<file path="src/rtl/rv_id_stage.sv">
// rtl/rv_id_stage.sv - RISC-V instruction decode stage with operand bypass, load-use stall and ID/EX register
module rv_id_stage #(
    parameter int          XLEN     = 32,
    parameter logic [31:0] RESET_PC = 32'h0000_0000
) (
    input  logic            clk_i,
    input  logic            rstn_i,
    input  logic            valid_i,
    input  logic [31:0]     instr_i,
    input  logic [31:0]     pc_i,
    output logic            stall_o,
    input  logic            flush_i,
    input  logic            hold_i,
    output logic [4:0]      rs1_add_o,
    output logic [4:0]      rs2_add_o,
    input  logic [XLEN-1:0] rs1_data_i,
    input  logic [XLEN-1:0] rs2_data_i,
    input  logic            ex_we_i,
    input  logic            ex_is_load_i,
    input  logic [4:0]      ex_rd_add_i,
    input  logic [XLEN-1:0] ex_data_i,
    input  logic            mem_we_i,
    input  logic [4:0]      mem_rd_add_i,
    input  logic [XLEN-1:0] mem_data_i,
    input  logic            wb_we_i,
    input  logic [4:0]      wb_rd_add_i,
    input  logic [XLEN-1:0] wb_data_i,
    output logic            valid_o,
    output logic [31:0]     pc_o,
    output logic [31:0]     instr_o,
    output logic [XLEN-1:0] rs1_val_o,
    output logic [XLEN-1:0] rs2_val_o,
    output logic [31:0]     imm_o,
    output logic [4:0]      rd_add_o,
    output logic            rd_we_o
);

    localparam logic [6:0] OPC_LOAD   = 7'b0000011;
    localparam logic [6:0] OPC_OP_IMM = 7'b0010011;
    localparam logic [6:0] OPC_AUIPC  = 7'b0010111;
    localparam logic [6:0] OPC_STORE  = 7'b0100011;
    localparam logic [6:0] OPC_OP     = 7'b0110011;
    localparam logic [6:0] OPC_LUI    = 7'b0110111;
    localparam logic [6:0] OPC_BRANCH = 7'b1100011;
    localparam logic [6:0] OPC_JALR   = 7'b1100111;
    localparam logic [6:0] OPC_JAL    = 7'b1101111;

    logic [6:0]      w_opcode;
    logic [4:0]      w_rs1_add;
    logic [4:0]      w_rs2_add;
    logic [4:0]      w_rd_add;
    logic            w_uses_rs1;
    logic            w_uses_rs2;
    logic            w_rd_we;
    logic            w_stall;
    logic [31:0]     w_imm;
    logic [XLEN-1:0] w_rs1_val;
    logic [XLEN-1:0] w_rs2_val;

    logic            r_valid;
    logic [31:0]     r_pc;
    logic [31:0]     r_instr;
    logic [XLEN-1:0] r_rs1_val;
    logic [XLEN-1:0] r_rs2_val;
    logic [31:0]     r_imm;
    logic [4:0]      r_rd_add;
    logic            r_rd_we;

    // A load in EX has no data yet, so it is never a bypass source; the stall covers that case.
    function automatic logic [XLEN-1:0] f_resolve(input logic [4:0] add, input logic [XLEN-1:0] rf_data);
        if (add == 5'd0)
            return '0;
        else if (ex_we_i && !ex_is_load_i && ex_rd_add_i == add)
            return ex_data_i;
        else if (mem_we_i && mem_rd_add_i == add)
            return mem_data_i;
        else if (wb_we_i && wb_rd_add_i == add)
            return wb_data_i;
        else
            return rf_data;
    endfunction

    always_comb begin
        w_opcode  = instr_i[6:0];
        w_rs1_add = instr_i[19:15];
        w_rs2_add = instr_i[24:20];
        w_rd_add  = instr_i[11:7];

        w_uses_rs1 = !(w_opcode == OPC_LUI || w_opcode == OPC_AUIPC || w_opcode == OPC_JAL);
        w_uses_rs2 = (w_opcode == OPC_OP || w_opcode == OPC_STORE || w_opcode == OPC_BRANCH);

        w_rd_we = 1'b0;
        w_imm   = 32'd0;
        case (w_opcode)
            OPC_LOAD, OPC_OP_IMM, OPC_JALR: begin
                w_imm   = {{20{instr_i[31]}}, instr_i[31:20]};
                w_rd_we = (w_rd_add != 5'd0);
            end
            OPC_STORE:  w_imm = {{20{instr_i[31]}}, instr_i[31:25], instr_i[11:7]};
            OPC_BRANCH: w_imm = {{19{instr_i[31]}}, instr_i[31], instr_i[7], instr_i[30:25], instr_i[11:8], 1'b0};
            OPC_LUI, OPC_AUIPC: begin
                w_imm   = {instr_i[31:12], 12'd0};
                w_rd_we = (w_rd_add != 5'd0);
            end
            OPC_JAL: begin
                w_imm   = {{11{instr_i[31]}}, instr_i[31], instr_i[19:12], instr_i[20], instr_i[30:21], 1'b0};
                w_rd_we = (w_rd_add != 5'd0);
            end
            OPC_OP:  w_rd_we = (w_rd_add != 5'd0);
            default: w_imm = 32'd0;
        endcase

        w_rs1_val = f_resolve(w_rs1_add, rs1_data_i);
        w_rs2_val = f_resolve(w_rs2_add, rs2_data_i);

        w_stall = valid_i && !flush_i && ex_we_i && ex_is_load_i && (ex_rd_add_i != 5'd0) &&
                  ((w_uses_rs1 && ex_rd_add_i == w_rs1_add) || (w_uses_rs2 && ex_rd_add_i == w_rs2_add));
    end

    always_ff @(posedge clk_i or negedge rstn_i) begin
        if (!rstn_i) begin
            r_valid   <= 1'b0;
            r_pc      <= RESET_PC;
            r_instr   <= 32'd0;
            r_rs1_val <= '0;
            r_rs2_val <= '0;
            r_imm     <= 32'd0;
            r_rd_add  <= 5'd0;
            r_rd_we   <= 1'b0;
        end else if (!hold_i) begin
            if (flush_i || w_stall || !valid_i) begin
                r_valid   <= 1'b0;
                r_pc      <= RESET_PC;
                r_instr   <= 32'd0;
                r_rs1_val <= '0;
                r_rs2_val <= '0;
                r_imm     <= 32'd0;
                r_rd_add  <= 5'd0;
                r_rd_we   <= 1'b0;
            end else begin
                r_valid   <= 1'b1;
                r_pc      <= pc_i;
                r_instr   <= instr_i;
                r_rs1_val <= w_rs1_val;
                r_rs2_val <= w_rs2_val;
                r_imm     <= w_imm;
                r_rd_add  <= w_rd_add;
                r_rd_we   <= w_rd_we;
            end
        end
    end

    assign stall_o   = w_stall;
    assign rs1_add_o = w_rs1_add;
    assign rs2_add_o = w_rs2_add;
    assign valid_o   = r_valid;
    assign pc_o      = r_pc;
    assign instr_o   = r_instr;
    assign rs1_val_o = r_rs1_val;
    assign rs2_val_o = r_rs2_val;
    assign imm_o     = r_imm;
    assign rd_add_o  = r_rd_add;
    assign rd_we_o   = r_rd_we;

endmodule

</file>
<file path="config.mk">
export PLATFORM = sky130hd
export DESIGN_NAME = rv_id_stage
export DESIGN_NICKNAME = d
export VERILOG_FILES = /design/src/rtl/rv_id_stage.sv
export SDC_FILE = /design/constraint.sdc
export NUM_CORES = 1
export LEC_CHECK = 0
export ABC_AREA = 1
export CORE_AREA = 2 2 166 168
export CTS_CLUSTER_SIZE = 14
export DETAILED_ROUTE_END_ITERATION = 8
export DIE_AREA = 0 0 168 170
export GPL_ROUTABILITY_DRIVEN = 1
export PLACE_DENSITY = 0.7
export SLEW_MARGIN = 20
export SYNTH_ARGS = -nofsm -noshare
export SYNTH_HDL_FRONTEND = slang
export SYNTH_SLANG_ARGS = --single-unit
</file>
<file path="constraint.sdc">
create_clock -name clk_i -period 3.15 [get_ports clk_i]
set_input_delay 0.315 -clock clk_i [delete_from_list [all_inputs] [get_ports clk_i]]
set_output_delay 0.315 -clock clk_i [all_outputs]
set_load 0.02 [all_outputs]
</file>
* Word level (Yosys, flattened, before mapping)
Index checks and enable logic that the tools add are counted.
** Cells by class
- Add/sub/neg operators :: 0
- Multipliers :: 0
- Div/mod/pow operators :: 0
- $lt $le $gt $ge :: 0
- Equality and inequality tests :: 15
- Shifts and indexed selects :: 0
- Muxes and demuxes :: 18
- Bitwise gates (word level) :: 0
- Reduce and logical (&&, ||, !) cells :: 32
** Operator list (count)
- 32-bit 2-to-1 mux :: 13
- 32-bit case mux with 5 select lines :: 1
- 5-bit equality test :: 6
- 7-bit by 6-bit equality test with 1-bit output, second input constant :: 3
- 7-bit equality test, second input constant :: 3
- 7-bit by 5-bit equality test with 1-bit output, second input constant :: 2
- 1-bit logical AND :: 14
- 5-bit logical NOT :: 2
- 5-bit nonzero test :: 2
- 7-bit by 2-bit equality test with 1-bit output, second input constant :: 1
- 1-bit logical OR :: 7
- 7-bit OR reduction :: 1
- 5-bit 2-to-1 mux :: 1
- 1-bit logical NOT :: 4
- 1-bit 2-to-1 mux :: 3
- 3-bit OR reduction :: 1
- 2-bit OR reduction :: 1
** Storage, ports and cells
- Register bits after elaboration :: 167
- Bits in latches :: 0
- Memory bits (writable) :: 0
- Bits in read-only memories :: 0
- Output and inout port bits :: 178
- Word-level logic and storage cells :: 73
- Memories kept :: 0

* Longest topological paths before layout
Gate-level depths: netlist (run 1).
- Depth in word-level cells :: 10
- Mapped depth :: 14

* Worst setup path before layout (run 1)
OpenSTA, ideal clock, no wires.
- Path kind :: input-to-output
- From :: input instr_i[4]
- To :: output stall_o
- Arrival :: 1.516 ns
- Required time :: 2.835 ns
- Path slack :: 1.319 ns
- Stages on the path :: 11
- Path through :: inv_1 nand2_1 nor2_2 nand2_1 nand2_4 inv_2 nand2_1 nand2_1 nand2_2 clkbuf_1 inv_1
** Between the ends
- Word-level cells in the longest chain between the ends :: 7
- Elaborated cells between the ends (all ways) :: 15
** RTL lines
- from (decl) :: RTL line 9 : input logic [31:0] instr_i,
- 7-bit by 6-bit equality test with 1-bit output / 7-bit by 5-bit equality test with 1-bit output (equally long branches) :: RTL line 89 : w_uses_rs1 = !(w_opcode == OPC_LUI || w_opcode == OPC_AUIPC || w_opcode == OPC_JAL);
- 1-bit logical OR (2 in series) :: RTL line 89
- 1-bit logical NOT :: RTL line 89
- 1-bit logical AND :: RTL line 117 : ((w_uses_rs1 && ex_rd_add_i == w_rs1_add) || (w_uses_rs2 && ex_rd_add_i == w_rs2_add));
- 1-bit logical OR * :: RTL line 117
- 1-bit logical AND * :: RTL line 116 : w_stall = valid_i && !flush_i && ex_we_i && ex_is_load_i && (ex_rd_add_i != 5'd0) &&
- to (decl) :: RTL line 11 : output logic stall_o,
Mark *: on every way between the ends. The rest lies on a longest branch, timed or not.

* Worst setup path after layout (run 1)
- From :: input instr_i[21]
- To :: output stall_o
** Between the ends
- Word-level cells in the longest chain between the ends :: 4
** RTL lines (RTL line)
- 5-bit equality test :: 117
- 1-bit logical AND :: 117
- 1-bit logical OR :: 117
- 1-bit logical AND :: 116
Every way passes these cells.

==> results of run 1 <==
path summary, 6_finish.rpt:
kind / startpoint / end / slack [ns] / cells past startpoint
max: instr_i[21] / stall_o / 0.33 / 12
min: hold_i / imm_o[15] / 0.35 / 4
max reg2reg: rs2_val_o[0] / rs2_val_o[0] / 2.37 / 2
min reg2reg: pc_o[22] / pc_o[22] / 0.48 / 2
max in group asynchronous: rstn_i / pc_o[11] / 1.68 / 3
min in group asynchronous: rstn_i / rs2_val_o[29] / 0.46 / 2
worst register-to-register path: stages (launching register included):
cell and delay, ns:
sky130_fd_sc_hd__dfrtp_1 0.47, sky130_fd_sc_hd__nand2_1 0.10, sky130_fd_sc_hd__o21ai_0 0.09
state kept, by name, summed over array words and instances (netlist names):
| name | count |
|---|---|
| instr_o | 32 |
| rs1_val_o | 32 |
| valid_o | 1 |
| rd_we_o | 1 |
| imm_o | 32 |
| pc_o | 32 |
| rs2_val_o | 32 |
kinds of logic after synthesis:
group                     count (synthesis)  share of synthesized area
xor gates and xnor gates                  3                    0.00273
and+or+nand+nor                        1007                      0.444
AOI/OAI and AO/OA                        85                     0.0474
DFF                                     162                      0.422
buffers and inverters                   187                     0.0845
cell usage after synthesis (all sizes together), types with 3 or more instances:
cell type    n
dfrtp      162
buf         39
nor3         7
a21oi       16
nor2        49
clkbuf      61
xnor2        3
o21ai       56
a22oi        5
or2          4
nand3      255
o21a         6
nand4       34
inv         87
nand2      658
stage by stage:
| step | power [mW] | utilization | worst slack [ns] | cell area (sq um) | std cells |
|---|---|---|---|---|---|
| after floorplan | 2.82 | - | 1.32 | 9610 | 1444 |
| after global placement | 3.61 | 0.530 | 0.250 | 14100 | 2141 |
| after detailed placement | 3.62 | 0.530 | 0.193 | 14100 | 2141 |
| after CTS | 5.96 | 0.555 | 0.318 | 14800 | 2173 |
| after global routing | 6.16 | 0.555 | 0.130 | 14800 | 2174 |
| final | 5.92 | 0.555 | 0.330 | 14800 | 2175 |
final cells by class:
type / instances / area, sq um
Antenna cell: 2 / 5.00
Clock buffer: 17 / 425
Clock inverter: 14 / 214
Fill cell: 2549 / 11900
Inverter: 87 / 327
Multi-Input combinational cell: 1095 / 4800
Sequential cell: 162 / 4050
Tap cell: 341 / 427
Timing Repair Buffer: 457 / 4530
power by group through the flow:
stage | combinational, mW | sequential, mW | clock (mW)
after global routing | 1.44 | 2.26 | 2.46
after detailed placement | 1.34 | 2.28 | 0
after floorplan | 0.419 | 2.40 | 0
after global placement | 1.33 | 2.28 | 0
after CTS | 1.34 | 2.25 | 2.37
final | 1.34 | 2.24 | 2.33
layer usage:
metal | GRT usage | vias up | wire (um)
met1 | 0.350 | 5302 | 16300
met5 | 0 | - | 13
met2 | 0.489 | 627 | 20000
li1 | - | 5364 | -
met3 | 0.0691 | 88 | 4090
met4 | 0.126 | 2 | 1490
==> impl_results.html, run 1 <==
<table>
<tr><th>Metric</th><th>Value</th></tr>
<tr><th colspan="2">Status</th></tr>
<tr><td>Status</td><td>completed</td></tr>
<tr><th colspan="2">Logic synthesis</th></tr>
<tr><td>Async set-reset flop share out of synthesis</td><td>1.00</td></tr>
<tr><td>Share of Yosys cell area claimed by the top area cell type</td><td>0.422</td></tr>
<tr><td>Per-instance average area after synthesis</td><td>6.66 sq um</td></tr>
<tr><td>Number of register bits inferred by synthesis</td><td>162</td></tr>
<tr><td>Number of nets produced by synthesis</td><td>1692</td></tr>
<tr><td>Total of warnings raised by yosys</td><td>0</td></tr>
<tr><td>Sequential element share of the synthesized area</td><td>0.422</td></tr>
<tr><td>Top cells by area, synth</td><td>sky130_fd_sc_hd__dfrtp_1 42%, sky130_fd_sc_hd__nand2_1 26%, sky130_fd_sc_hd__nand3_1 13%</td></tr>
<tr><td>Cell area after technology mapping</td><td>9610 sq um</td></tr>
<tr><td>Largest area contributor in the netlist</td><td>sky130_fd_sc_hd__dfrtp_1</td></tr>
<tr><td>Post-synthesis cell type count</td><td>30</td></tr>
<tr><td>EDFF count, synth</td><td>0</td></tr>
<tr><td>Post-synth top flop</td><td>sky130_fd_sc_hd__dfrtp_1</td></tr>
<tr><td>Cells after synthesis</td><td>1444</td></tr>
<tr><th colspan="2">STA</th></tr>
<tr><td>Crit path time final</td><td>2.82 ns</td></tr>
<tr><td>Worst Tran Pin Value</td><td>0.857 ns</td></tr>
<tr><td>Final critical-path share of the clock period</td><td>0.895</td></tr>
<tr><td>Highest achievable clock rate</td><td>355 MHz</td></tr>
<tr><td>Final hold vios</td><td>0</td></tr>
<tr><td>Final Skew</td><td>0 ns</td></tr>
<tr><td>Setup violators final</td><td>0</td></tr>
<tr><td>Hold Slack</td><td>0.350 ns</td></tr>
<tr><td>Unrepaired setup endpoints after global routing</td><td>no</td></tr>
<tr><td>Final TNS setup</td><td>0 ns</td></tr>
<tr><td>Pins over their slew limit</td><td>0</td></tr>
<tr><td>Max-slew headroom</td><td>0.427</td></tr>
<tr><th colspan="2">Setup path</th></tr>
<tr><td>Crit end category</td><td>output pin</td></tr>
<tr><td>Path type of the worst setup path</td><td>input port to output pin</td></tr>
<tr><td>CP max-delay cell</td><td>sky130_fd_sc_hd__clkdlybuf4s50_1</td></tr>
<tr><td>Maximum fanout along the worst path</td><td>7</td></tr>
<tr><td>Kind of cell with the highest combined delay on the critical path</td><td>buffers and inverters</td></tr>
<tr><td>Worst-path cell chain</td><td>clkdlybuf4s50_1, inv_1, nand2_1, nand2_1, nor2_1, inv_1, nor2_1, nand2_1, nand2_1, nand2_2, inv_1, clkdlybuf4s50_1</td></tr>
<tr><td>Buf+Inv Stages, Crit Path</td><td>5</td></tr>
<tr><td>Critical path's largest stage delay</td><td>0.69 ns</td></tr>
<tr><td>Worst setup SP type</td><td>input port</td></tr>
<tr><td>Crit path DAT</td><td>2.50 ns</td></tr>
<tr><td>Required time of the critical path</td><td>2.83 ns</td></tr>
<tr><td>Crit path top cell by count</td><td>sky130_fd_sc_hd__nand2_1</td></tr>
<tr><th colspan="2">Clocking</th></tr>
<tr><td># hold bufs at CTS</td><td>1</td></tr>
<tr><td>Clock sinks</td><td>162</td></tr>
<tr><td>H-tree level count</td><td>4</td></tr>
<tr><td># resized after CTS</td><td>0</td></tr>
<tr><td>Maximum number of buffers from clock root to sink</td><td>2</td></tr>
<tr><td>Clock latency on the worst-skew pair</td><td>0.41 ns</td></tr>
<tr><td>Cell at the root of the clock tree</td><td>sky130_fd_sc_hd__clkbuf_16</td></tr>
<tr><td>TritonCTS clock tree</td><td>yes</td></tr>
<tr><td>Clk pin slew, worst setup/hold paths</td><td>0.07 ns</td></tr>
<tr><td>Num CTS Buffers</td><td>17</td></tr>
<tr><td>Total setup buffers inserted after CTS</td><td>0</td></tr>
<tr><th colspan="2">Layout</th></tr>
<tr><td>Most frequent cells in the layout</td><td>654 x sky130_fd_sc_hd__nand2_1, 423 x sky130_fd_sc_hd__clkdlybuf4s50_1, 254 x sky130_fd_sc_hd__nand3_1</td></tr>
<tr><td>Number of nets in the finished design</td><td>2068</td></tr>
<tr><td>Most common library cell in the layout ignoring fill and taps</td><td>sky130_fd_sc_hd__nand2_1</td></tr>
<tr><td>Share of final-layout standard cells stronger than drive strength 1</td><td>0.0502</td></tr>
<tr><td>Growth of design area from synthesis to finish</td><td>53.8%</td></tr>
<tr><th colspan="2">Drt</th></tr>
<tr><td>Residual DRC count</td><td>0</td></tr>
<tr><td>Vias</td><td>11.4k</td></tr>
<tr><td>Wire length after detailed routing</td><td>41900 um</td></tr>
<tr><td>Average vias per placed instance</td><td>5.23</td></tr>
<tr><td>Post-route ant nets</td><td>0</td></tr>
<tr><td>Iter 0 DRT Violations</td><td>915</td></tr>
<tr><td>Detail-routed net length per standard cell</td><td>19.3 um</td></tr>
<tr><td>DRT Pass-1 Iters</td><td>5</td></tr>
<tr><th colspan="2">GRT</th></tr>
<tr><td>Number of antenna violations at the first check in global routing</td><td>2</td></tr>
<tr><td>Number of global-route vias before repair</td><td>11.2k</td></tr>
<tr><td>Maximum number of pins on one net before global-route repair</td><td>163</td></tr>
<tr><td>Sum of overflow across all layers after global routing</td><td>0</td></tr>
<tr><td>Total routing usage reported by global routing</td><td>0.288</td></tr>
<tr><td>Global-route wire length before repair</td><td>63800 um</td></tr>
<tr><th colspan="2">Die</th></tr>
<tr><td>Overall die area</td><td>28600 sq um</td></tr>
<tr><td>Effective utilization at floorplan</td><td>0.361</td></tr>
<tr><td>IO Pins</td><td>426</td></tr>
<tr><td>Overall die width</td><td>168 um</td></tr>
<tr><td>Die boundary height</td><td>170 um</td></tr>
<tr><td>Row Count</td><td>60</td></tr>
<tr><td>Core Footprint</td><td>26700 sq um</td></tr>
<tr><th colspan="2">Place</th></tr>
<tr><td>Input/output buffers</td><td>425</td></tr>
<tr><td>Gp weighted congestion</td><td>0.962</td></tr>
<tr><td>Final HPWL DP</td><td>29900 um</td></tr>
<tr><th colspan="2">Power</th></tr>
<tr><td>Power per cell area</td><td>400 nW/um^2</td></tr>
<tr><td>Leak pwr</td><td>7.25 nW</td></tr>
<tr><td>Flop pwr share</td><td>0.379</td></tr>
<tr><td>Power dissipated by switching net loads</td><td>1.76 mW</td></tr>
<tr><td>IR Drop Worst-Case VDD</td><td>0.322 mV</td></tr>
<tr><td>Clock network fraction of design power</td><td>0.394</td></tr>
<tr><td>Switching power as a share of total power</td><td>0.298</td></tr>
<tr><td>Cell internal pwr</td><td>4.15 mW</td></tr>
<tr><td>Combinational cell fraction of total power</td><td>0.226</td></tr>
<tr><th colspan="2">Run</th></tr>
<tr><td>Max capacitance violation total</td><td>0</td></tr>
<tr><th colspan="2">Worst hold path</th></tr>
<tr><td>Worst min path class</td><td>input port to register</td></tr>
</table>
Note: power is estimated with default switching activity, not from simulation.
==> run 2: changes to the inputs <==
CORE_AREA = 2 2 167 169   (was 2 2 166 168)
DIE_AREA = 0 0 169 171   (was 0 0 168 170)
clock period = 2.9 ns   (was 3.15 ns; I/O delays follow)
==> run 2 against run 1 <==
  * Cell count is 0.87% higher
  * First-iteration DRC count up 8.0%
  * Clock-buffer cell count unchanged
  * Non-clock buffer count increased by 12
  * Utilization is 1.0 points lower
  * Design area up 0.65%
  * Combinational power is 10% higher
  * Register-to-register slack worse by 0.19 ns
  * Flip-flop and latch count stayed put
  * Power rose by 4.9%
  * Clock skew is the same
  * Largest cell class unchanged
==> impl_results.html, run 2 (synthesis gave the netlist of run 1 again) <==
<table>
<tr><th>Metric</th><th>Value</th></tr>
<tr><th colspan="2">Setup path</th></tr>
<tr><td>Start point of the critical path</td><td>instr_i[20]</td></tr>
<tr><td>Crit end category</td><td>output pin</td></tr>
<tr><td>Crit path DAT</td><td>2.38 ns</td></tr>
<tr><td>Worst setup SP type</td><td>input port</td></tr>
<tr><td>Register-to-register setup slack</td><td>2.18 ns</td></tr>
<tr><td>Cell depth of the worst flop-to-flop path</td><td>2</td></tr>
<tr><td>Maximum fanout along the worst path</td><td>4</td></tr>
<tr><td>R2R Path Start</td><td>imm_o[20]</td></tr>
<tr><td>Worst flop-to-flop path endpoint</td><td>imm_o[20]</td></tr>
<tr><td>Required time of the critical path</td><td>2.61 ns</td></tr>
<tr><td>Path type of the worst setup path</td><td>input port to output pin</td></tr>
<tr><th colspan="2">Clocking</th></tr>
<tr><td>Maximum number of buffers from clock root to sink</td><td>2</td></tr>
<tr><td>Cell at the root of the clock tree</td><td>sky130_fd_sc_hd__clkbuf_16</td></tr>
<tr><td>Num CTS Buffers</td><td>17</td></tr>
<tr><td>Clock sinks</td><td>162</td></tr>
<tr><td>Clk pin slew, worst setup/hold paths</td><td>0.08 ns</td></tr>
<tr><td>TritonCTS clock tree</td><td>yes</td></tr>
<tr><td>Total setup buffers inserted after CTS</td><td>0</td></tr>
<tr><td>Clock latency on the worst-skew pair</td><td>0.41 ns</td></tr>
<tr><td># hold bufs at CTS</td><td>1</td></tr>
<tr><td>H-tree level count</td><td>4</td></tr>
<tr><td># resized after CTS</td><td>0</td></tr>
<tr><th colspan="2">Drt</th></tr>
<tr><td>Residual DRC count</td><td>0</td></tr>
<tr><td>Vias</td><td>11.5k</td></tr>
<tr><td>Post-route ant nets</td><td>0</td></tr>
<tr><td>Iter 0 DRT Violations</td><td>988</td></tr>
<tr><td>Average vias per placed instance</td><td>5.22</td></tr>
<tr><td>Wire length after detailed routing</td><td>42400 um</td></tr>
<tr><td>DRT Pass-1 Iters</td><td>6</td></tr>
<tr><td>Detail-routed net length per standard cell</td><td>19.3 um</td></tr>
<tr><th colspan="2">GRT</th></tr>
<tr><td>Maximum number of pins on one net before global-route repair</td><td>91</td></tr>
<tr><td>Sum of overflow across all layers after global routing</td><td>0</td></tr>
<tr><td>Number of global-route vias before repair</td><td>11.2k</td></tr>
<tr><td>Global-route wire length before repair</td><td>63800 um</td></tr>
<tr><td>Total routing usage reported by global routing</td><td>0.287</td></tr>
<tr><td>Number of antenna violations at the first check in global routing</td><td>3</td></tr>
<tr><th colspan="2">Place</th></tr>
<tr><td>Input/output buffers</td><td>425</td></tr>
<tr><td>Final HPWL DP</td><td>30100 um</td></tr>
<tr><td>Gp weighted congestion</td><td>0.938</td></tr>
<tr><td>Placement-stage cell area</td><td>14300 sq um</td></tr>
<tr><th colspan="2">STA</th></tr>
<tr><td>Pins over their slew limit</td><td>0</td></tr>
<tr><td>Final TNS setup</td><td>0 ns</td></tr>
<tr><td>Final critical-path share of the clock period</td><td>0.920</td></tr>
<tr><td>Max-slew headroom</td><td>0.319</td></tr>
<tr><td>Worst Tran Pin Value</td><td>1.02 ns</td></tr>
<tr><td>Unrepaired setup endpoints after global routing</td><td>no</td></tr>
<tr><td>Final Skew</td><td>0 ns</td></tr>
<tr><td>Highest achievable clock rate</td><td>375 MHz</td></tr>
<tr><td>Crit path time final</td><td>2.67 ns</td></tr>
<tr><td>Final hold vios</td><td>0</td></tr>
<tr><td>Setup violators final</td><td>0</td></tr>
<tr><th colspan="2">Layout</th></tr>
<tr><td>Most frequent cells in the layout</td><td>654 x sky130_fd_sc_hd__nand2_1, 423 x sky130_fd_sc_hd__clkdlybuf4s50_1, 254 x sky130_fd_sc_hd__nand3_1</td></tr>
<tr><td>Share of final-layout standard cells stronger than drive strength 1</td><td>0.0569</td></tr>
<tr><td>Final core utilization</td><td>0.545</td></tr>
<tr><td>Number of nets in the finished design</td><td>2080</td></tr>
<tr><td>Most common library cell in the layout ignoring fill and taps</td><td>sky130_fd_sc_hd__nand2_1</td></tr>
<tr><td>Growth of design area from synthesis to finish</td><td>54.8%</td></tr>
<tr><td>Final non-filler cell area</td><td>14900 sq um</td></tr>
<tr><th colspan="2">Worst hold path</th></tr>
<tr><td>Hold-critical path depth</td><td>3</td></tr>
<tr><td>Min-delay src</td><td>hold_i</td></tr>
<tr><td>Hold worst-path end</td><td>valid_o</td></tr>
<tr><td>Worst min path class</td><td>input port to register</td></tr>
<tr><th colspan="2">Die</th></tr>
<tr><td>IO Pins</td><td>426</td></tr>
<tr><td>Core Footprint</td><td>27300 sq um</td></tr>
<tr><td>Overall die width</td><td>169 um</td></tr>
<tr><td>Die boundary height</td><td>171 um</td></tr>
<tr><td>Overall die area</td><td>28900 sq um</td></tr>
<tr><td>Row Count</td><td>61</td></tr>
<tr><td>Effective utilization at floorplan</td><td>0.352</td></tr>
<tr><th colspan="2">Status</th></tr>
<tr><td>Status</td><td>completed</td></tr>
<tr><th colspan="2">Power</th></tr>
<tr><td>Power per cell area</td><td>417 nW/um^2</td></tr>
<tr><td>Power consumption</td><td>6.21 mW</td></tr>
<tr><td>IR Drop Worst-Case VDD</td><td>0.335 mV</td></tr>
<tr><td>Leak pwr</td><td>7.30 nW</td></tr>
<tr><th colspan="2">Run</th></tr>
<tr><td>Max capacitance violation total</td><td>0</td></tr>
</table>
run 2: cell count changes in the layout (fill, tap and decap cells not counted), moves of 2 or more:
cell / before / now
sky130_fd_sc_hd__clkinv_4: 1 / 3
sky130_fd_sc_hd__clkinv_8: 0 / 4
sky130_fd_sc_hd__bufinv_16: 4 / 0
sky130_fd_sc_hd__buf_4: 29 / 37
sky130_fd_sc_hd__inv_6: 5 / 2
sky130_fd_sc_hd__buf_12: 3 / 7
run 2: where the power goes:
part	internal [mW]	total (mW)	switching, mW	leakage, nW
Combinational	0.682	1.48	0.796	4.82
Clock	1.16	2.30	1.14	0.287
Sequential	2.37	2.43	0.0656	2.20
run 2: how the worst max path moves through the flow:
stage                     to  slack, ns
3_5_place_dp   rs1_val_o[20]       0.12
5_1_grt              stall_o       0.07
4_1_cts              stall_o       0.21
3_3_place_gp         stall_o       0.19
2_1_floorplan        stall_o       1.12
6_report             stall_o       0.23
run 2: area by class of cell:
class	count	area, sq um
tap	346	433
sequential	162	4050
inverter	87	327
clock inverter	15	166
antenna	3	7.51
timing repair buffer	469	4670
fill	2651	12400
multi-input combinational	1095	4790
clock buffer	17	425
run 2: routing by layer:
metal	vias up	wire [um]	global-route usage	part of all wire
li1	5391	-	-	-
met1	5291	16900	0.351	0.40
met2	676	20200	0.488	0.48
met3	102	3890	0.0675	0.092
met4	0	1450	0.119	0.034
met5	-	0	0	0
run 2: through the flow:
| stage | setup slack [ns] | hold slack [ns] | instances |
|---|---|---|---|
| global placement | 0.188 | 0.390 | 2158 |
| finish | 0.231 | 0.291 | 2194 |
| floorplan | 1.12 | -0.00559 | 1444 |
| CTS | 0.212 | 0.275 | 2191 |
| global route | 0.0735 | 0.297 | 2194 |
| detailed placement | 0.119 | 0.394 | 2158 |
run 2: critical path, stage by stage:
cell and delay, ns:
sky130_fd_sc_hd__clkdlybuf4s50_1 0.59, sky130_fd_sc_hd__inv_2 0.06, sky130_fd_sc_hd__nand2_1 0.06, sky130_fd_sc_hd__nand2_1 0.05, sky130_fd_sc_hd__nor2_1 0.14, sky130_fd_sc_hd__inv_1 0.06
sky130_fd_sc_hd__nor2_1 0.18, sky130_fd_sc_hd__nand2_1 0.07, sky130_fd_sc_hd__nand2_1 0.09, sky130_fd_sc_hd__nand2_2 0.11, sky130_fd_sc_hd__inv_1 0.08, sky130_fd_sc_hd__clkdlybuf4s50_1 0.59
